## config.mk

```make
export PLATFORM = sky130hd
export DESIGN_NAME = ps2_key_decoder
export DESIGN_NICKNAME = d
export VERILOG_FILES = /design/src/rtl/ps2_key_decoder.sv
export SDC_FILE = /design/constraint.sdc
export NUM_CORES = 1
export LEC_CHECK = 0
export CAP_MARGIN = 20
export CELL_PAD_IN_SITES_DETAIL_PLACEMENT = 1
export CELL_PAD_IN_SITES_GLOBAL_PLACEMENT = 1
export CORE_UTILIZATION = 40
export CTS_BUF_LIST = sky130_fd_sc_hd__clkbuf_16
export DETAILED_ROUTE_END_ITERATION = 16
export PLACE_DENSITY_LB_ADDON = 0.1
export SYNTH_ARGS = -nofsm -noshare
export SYNTH_HDL_FRONTEND = slang
export SYNTH_SLANG_ARGS = --single-unit
```

## constraint.sdc

```tcl
create_clock -name CLOCK_50 -period 5.2 [get_ports CLOCK_50]
set_input_delay 1.04 -clock CLOCK_50 [delete_from_list [all_inputs] [get_ports CLOCK_50]]
set_output_delay 1.04 -clock CLOCK_50 [all_outputs]
set_load 0.01 [all_outputs]
```

## src/rtl/ps2_key_decoder.sv

```systemverilog
// PS/2 scan-code decoder: turns make/break/E0-prefixed byte sequences into
// one-cycle KEY_PRESSED command pulses and a per-key held mask.
module ps2_key_decoder #(
   parameter int TIMEOUT_CYCLES = 1_250_000
) (
   input  logic        CLOCK_50,
   input  logic        reset,
   input  logic [7:0]  ps2_data,
   input  logic        ps2_data_en,
   output logic [4:0]  KEY_PRESSED,
   output logic        key_valid,
   output logic [16:0] key_held
);

   localparam int CW = $clog2(TIMEOUT_CYCLES + 1);
   localparam logic [CW-1:0] TMO_LAST = CW'(TIMEOUT_CYCLES - 1);
   localparam logic [4:0] KEY_IDLE = 5'd31;

   typedef enum logic [1:0] {IDLE, GOT_E0, GOT_F0, GOT_E0F0} state_t;

   state_t        state, state_nxt;
   logic [CW-1:0] tmo_cnt, tmo_cnt_nxt;
   logic [16:0]   held_nxt;
   logic [4:0]    key_nxt;
   logic          is_ctrl, ext, brk, final_byte, map_hit;
   logic [4:0]    map_code;

   assign ext = (state == GOT_E0) || (state == GOT_E0F0);
   assign brk = (state == GOT_F0) || (state == GOT_E0F0);

   always_comb begin
      case (ps2_data)
         8'hFA, 8'hAA, 8'hEE, 8'hFE, 8'hFF, 8'h00: is_ctrl = 1'b1;
         default:                                 is_ctrl = 1'b0;
      endcase
   end

   // Arrow keys and numpad share base codes; only the E0 prefix tells them apart.
   always_comb begin
      map_hit  = 1'b1;
      map_code = 5'd0;
      if (ext) begin
         case (ps2_data)
            8'h75:   map_code = 5'd0;
            8'h72:   map_code = 5'd1;
            8'h6B:   map_code = 5'd2;
            8'h74:   map_code = 5'd3;
            default: map_hit  = 1'b0;
         endcase
      end else begin
         case (ps2_data)
            8'h1D:   map_code = 5'd4;
            8'h1B:   map_code = 5'd5;
            8'h1C:   map_code = 5'd6;
            8'h23:   map_code = 5'd7;
            8'h43:   map_code = 5'd8;
            8'h42:   map_code = 5'd9;
            8'h3B:   map_code = 5'd10;
            8'h4B:   map_code = 5'd11;
            8'h75:   map_code = 5'd12;
            8'h73:   map_code = 5'd13;
            8'h6B:   map_code = 5'd14;
            8'h74:   map_code = 5'd15;
            8'h29:   map_code = 5'd16;
            default: map_hit  = 1'b0;
         endcase
      end
   end

   always_comb begin
      state_nxt   = state;
      tmo_cnt_nxt = tmo_cnt;
      held_nxt    = key_held;
      key_nxt     = KEY_IDLE;
      final_byte  = 1'b0;
      if (ps2_data_en) begin
         tmo_cnt_nxt = '0;
         if (is_ctrl) begin
            state_nxt = IDLE;
         end else begin
            case (state)
               IDLE: begin
                  if (ps2_data == 8'hF0)      state_nxt  = GOT_F0;
                  else if (ps2_data == 8'hE0) state_nxt  = GOT_E0;
                  else                        final_byte = 1'b1;
               end
               GOT_E0: begin
                  if (ps2_data == 8'hF0)      state_nxt  = GOT_E0F0;
                  else if (ps2_data != 8'hE0) final_byte = 1'b1;
               end
               GOT_F0, GOT_E0F0: begin
                  if (ps2_data == 8'hE0) state_nxt  = GOT_E0;
                  else                   final_byte = 1'b1;
               end
               default: state_nxt = IDLE;
            endcase
         end
         if (final_byte) begin
            state_nxt = IDLE;
            // A make for a key already held is typematic repeat: no pulse.
            if (map_hit) begin
               if (brk) begin
                  held_nxt[map_code] = 1'b0;
               end else if (!key_held[map_code]) begin
                  held_nxt[map_code] = 1'b1;
                  key_nxt            = map_code;
               end
            end
         end
      end else if (state != IDLE) begin
         if (tmo_cnt == TMO_LAST) begin
            state_nxt   = IDLE;
            tmo_cnt_nxt = '0;
         end else begin
            tmo_cnt_nxt = tmo_cnt + 1'b1;
         end
      end
   end

   always_ff @(posedge CLOCK_50) begin
      if (reset) begin
         state       <= IDLE;
         tmo_cnt     <= '0;
         KEY_PRESSED <= KEY_IDLE;
         key_valid   <= 1'b0;
         key_held    <= '0;
      end else begin
         state       <= state_nxt;
         tmo_cnt     <= tmo_cnt_nxt;
         KEY_PRESSED <= key_nxt;
         key_valid   <= (key_nxt != KEY_IDLE);
         key_held    <= held_nxt;
      end
   end

endmodule

```

==> out/results.ini <==
[status]
outcome=complete, no violations

[sta]
setup_violations=0
worst_pin_slew_ns=0.883
fmaxAchievable_ghz=0.234
hold_viol=0
whs_ns=0.498
setup_tns_ns=0
slew_headroom_pct=41.0
fin_skew_ns=0.00319
fin_crit_ns=4.28
fin_crit_sh_pct=82.3
rsz0062_at_grt=false
slew_viol_final=0

[yosys]
synth-seq-cells=46
syn_area_um2=2980
synthFlopType=dfxtp_1
seq_area_frac_synth_pct=30.9
ys_warn_count=0
avgSynthCellArea_um2=8.18
synth-edff-count=0
syn_nets=377
synth_cell_types=69
synthCells=365
async_flop_share_pct=0

[grt]
grt_pass1_vias=2776
use_met3_pct=3.54
grtUsageMet1_pct=28.9
top_usage_layer=met2
grt_max_degree=23
gr-usage-met2_pct=40.2
antenna_found_initial=0
grt_pass1_wl_mm=13.9
track_usage_pct=22.8
overflow=0

[layout]
nets=398
drive_gt1_share_pct=8.53
finish.utilization_pct=48.7
diodes=0
synthToLayoutAreaGrowth_pct=17.8

[routing]
dr.pass1.iters=4
drc=0
post_drt_wl_per_cell_um=17.3
vias=2827
ant_nets=0
finalWirelength_mm=8.42
viasPerCell=5.82
drt_iter0_drc=150

[placement]
port_buffers=33
dp_hpwl_mm=6.21
place_congestion=0.828

[clock_tree]
numClockSinks=46
postCtsHoldBufs=0
clock_latency_ns=0.29
cts_setup_buffers=0
cts_tree=yes
cts_resized=0
clockBufferDepth=2
clkTransAtPathRegs_ns=0.07
clock-root-buffer=clkbuf_16
cts_made_buffers=5
htreeDepth=2

[power_and_ir_drop]
pwr_density_cell_nw_per_um2=236
design_power_total_mw=0.829
p_leak_nw=1.18
vdd_drop_max_mv=0.140

[setup_path]
reg2regPathDepth=10
crit_path_start=ps2_data[4]
worstSetupPathType=primary input to register
required_ns=5.43
end_kind=register
r2r_slack_ns=2.11
cpMaxStageDelayCell=clkdlybuf4s50_1
arrival_ns=4.51
start_kind=primary input
critical_path.max_stage_delay_ns=0.87
r2r-end=key_valid
r2r_start=state[0]
cp_cell_sequence=clkdlybuf4s50_1, xnor2_2, o32ai_1, a21oi_2, nand2_1, a31oi_1, a22o_2, a211oi_2, buf_4, a211oi_1, mux2i_1
crit_fanout=22

[floorplan]
rows=31
die_w_um=88.4
ioPinCount=34
fp.dieH_um=88.4
core_um2=7210
die-area_um2=7810
start_util_pct=41.4

[worst_hold_path]
hold_class=register to register

[run]
cap_viol_max_count=0

[placed cells by master (no fill, tap or decap), types with 5 or more instances in the layout]
cell type / netlist / final
nor2_1: 46 / 46
nand3_1: 20 / 20
a21oi_1: 17 / 17
dfxtp_1: 46 / 46
clkdlybuf4s50_1: 0 / 33
mux2i_1: 13 / 13
xnor2_1: 5 / 5
clkbuf_16: 0 / 5
nand4_1: 11 / 11
o21ai_0: 9 / 9
nor2b_1: 5 / 5
nor3_1: 6 / 6
nand2_1: 33 / 33
nand2b_1: 15 / 15
xor2_1: 13 / 13
nor4_1: 10 / 10
a31oi_1: 7 / 7
and3_1: 5 / 5
[cells by family (layout without fill, tap and decap cells)]
group,after synthesis,after routing,share of synthesized area [%]
multiplexers,13,13,4.36
buffers and inverters,26,48,4.49
AO/OA/AOI/OAI,70,70,18.1
XOR/XNOR,19,19,5.83
flip-flops,46,46,30.9
AND/OR/NAND/NOR,190,190,36.0
adder cells (fa/ha/maj),1,1,0.419
[routing by layer]
| layer | vias to the layer above | wire length [um] |
|---|---|---|
| li1 | 1380 | - |
| met1 | 1390 | 3860 |
| met2 | 41 | 4210 |
| met3 | 16 | 183 |
| met4 | 0 | 159 |
| met5 | - | 0 |
[Yosys cell counts, drive strengths merged (3+ instances only)]
| library cell | n | area [um2] |
|---|---|---|
| a211oi | 7 | 67.6 |
| a21o | 3 | 22.5 |
| a21oi | 19 | 110 |
| a31oi | 7 | 43.8 |
| and2 | 3 | 18.8 |
| and3 | 5 | 31.3 |
| and3b | 3 | 26.3 |
| and4 | 4 | 35.0 |
| buf | 12 | 81.3 |
| clkbuf | 10 | 37.5 |
| dfxtp | 46 | 921 |
| inv | 4 | 15.0 |
| mux2i | 13 | 130 |
| nand2 | 33 | 124 |
| nand2b | 16 | 108 |
| nand3 | 20 | 100 |
| nand4 | 12 | 90.1 |
| nand4b | 3 | 41.3 |
| nor2 | 46 | 173 |
| nor2b | 5 | 31.3 |
| nor3 | 7 | 46.3 |
| nor3b | 3 | 27.5 |
| nor4 | 10 | 62.6 |
| nor4b | 4 | 35.0 |
| o21a | 3 | 22.5 |
| o21ai | 9 | 45.0 |
| or2 | 4 | 25.0 |
| or3 | 4 | 25.0 |
| or4 | 3 | 26.3 |
| xnor2 | 6 | 60.1 |
| xor2 | 13 | 114 |
[where the power goes]
part / switching (mW) / internal (mW)
sequential: 0.00321 / 0.355
clock: 0.150 / 0.230
combinational: 0.0559 / 0.0346
[metrics by stage]
step,area (um2),setup WS [ns],std cells
4_1_cts,3520,0.951,486
3_3_place_gp,3340,0.752,478
5_1_grt,3520,0.563,486
3_5_place_dp,3340,0.700,478
6_report,3520,0.920,486
2_1_floorplan,2980,1.92,365
[worst min path at each step]
| stage | endpoint | from | cells past startpoint | slack (ns) |
|---|---|---|---|---|
| after detailed placement | register | register | 2 | 0.49 |
| after floorplan | tmo_cnt[12] | tmo_cnt[12] | 2 | 0.46 |
| after global routing | register | register | 2 | 0.53 |
| after CTS | register | register | 2 | 0.50 |
| final | register | register | 2 | 0.50 |
| after global placement | tmo_cnt[12] | tmo_cnt[12] | 2 | 0.48 |
[critical path: cells and delay by family]
family                 cells  cell delay (ns)
multiplexers               1             0.21
buffers and inverters      2             1.06
AO/OA/AOI/OAI              6             1.48
XOR/XNOR                   1             0.46
AND/OR/NAND/NOR            1             0.25
[layout make-up]
type	count	area (um2)
fill	897	3700
multi-input combinational	293	1930
sequential	46	921
timing repair buffer	36	353
clock buffer	5	125
tap	99	124
clock inverter	3	48.8
inverter	4	15.0
No activity file was read; power rests on OpenSTA's default activity.
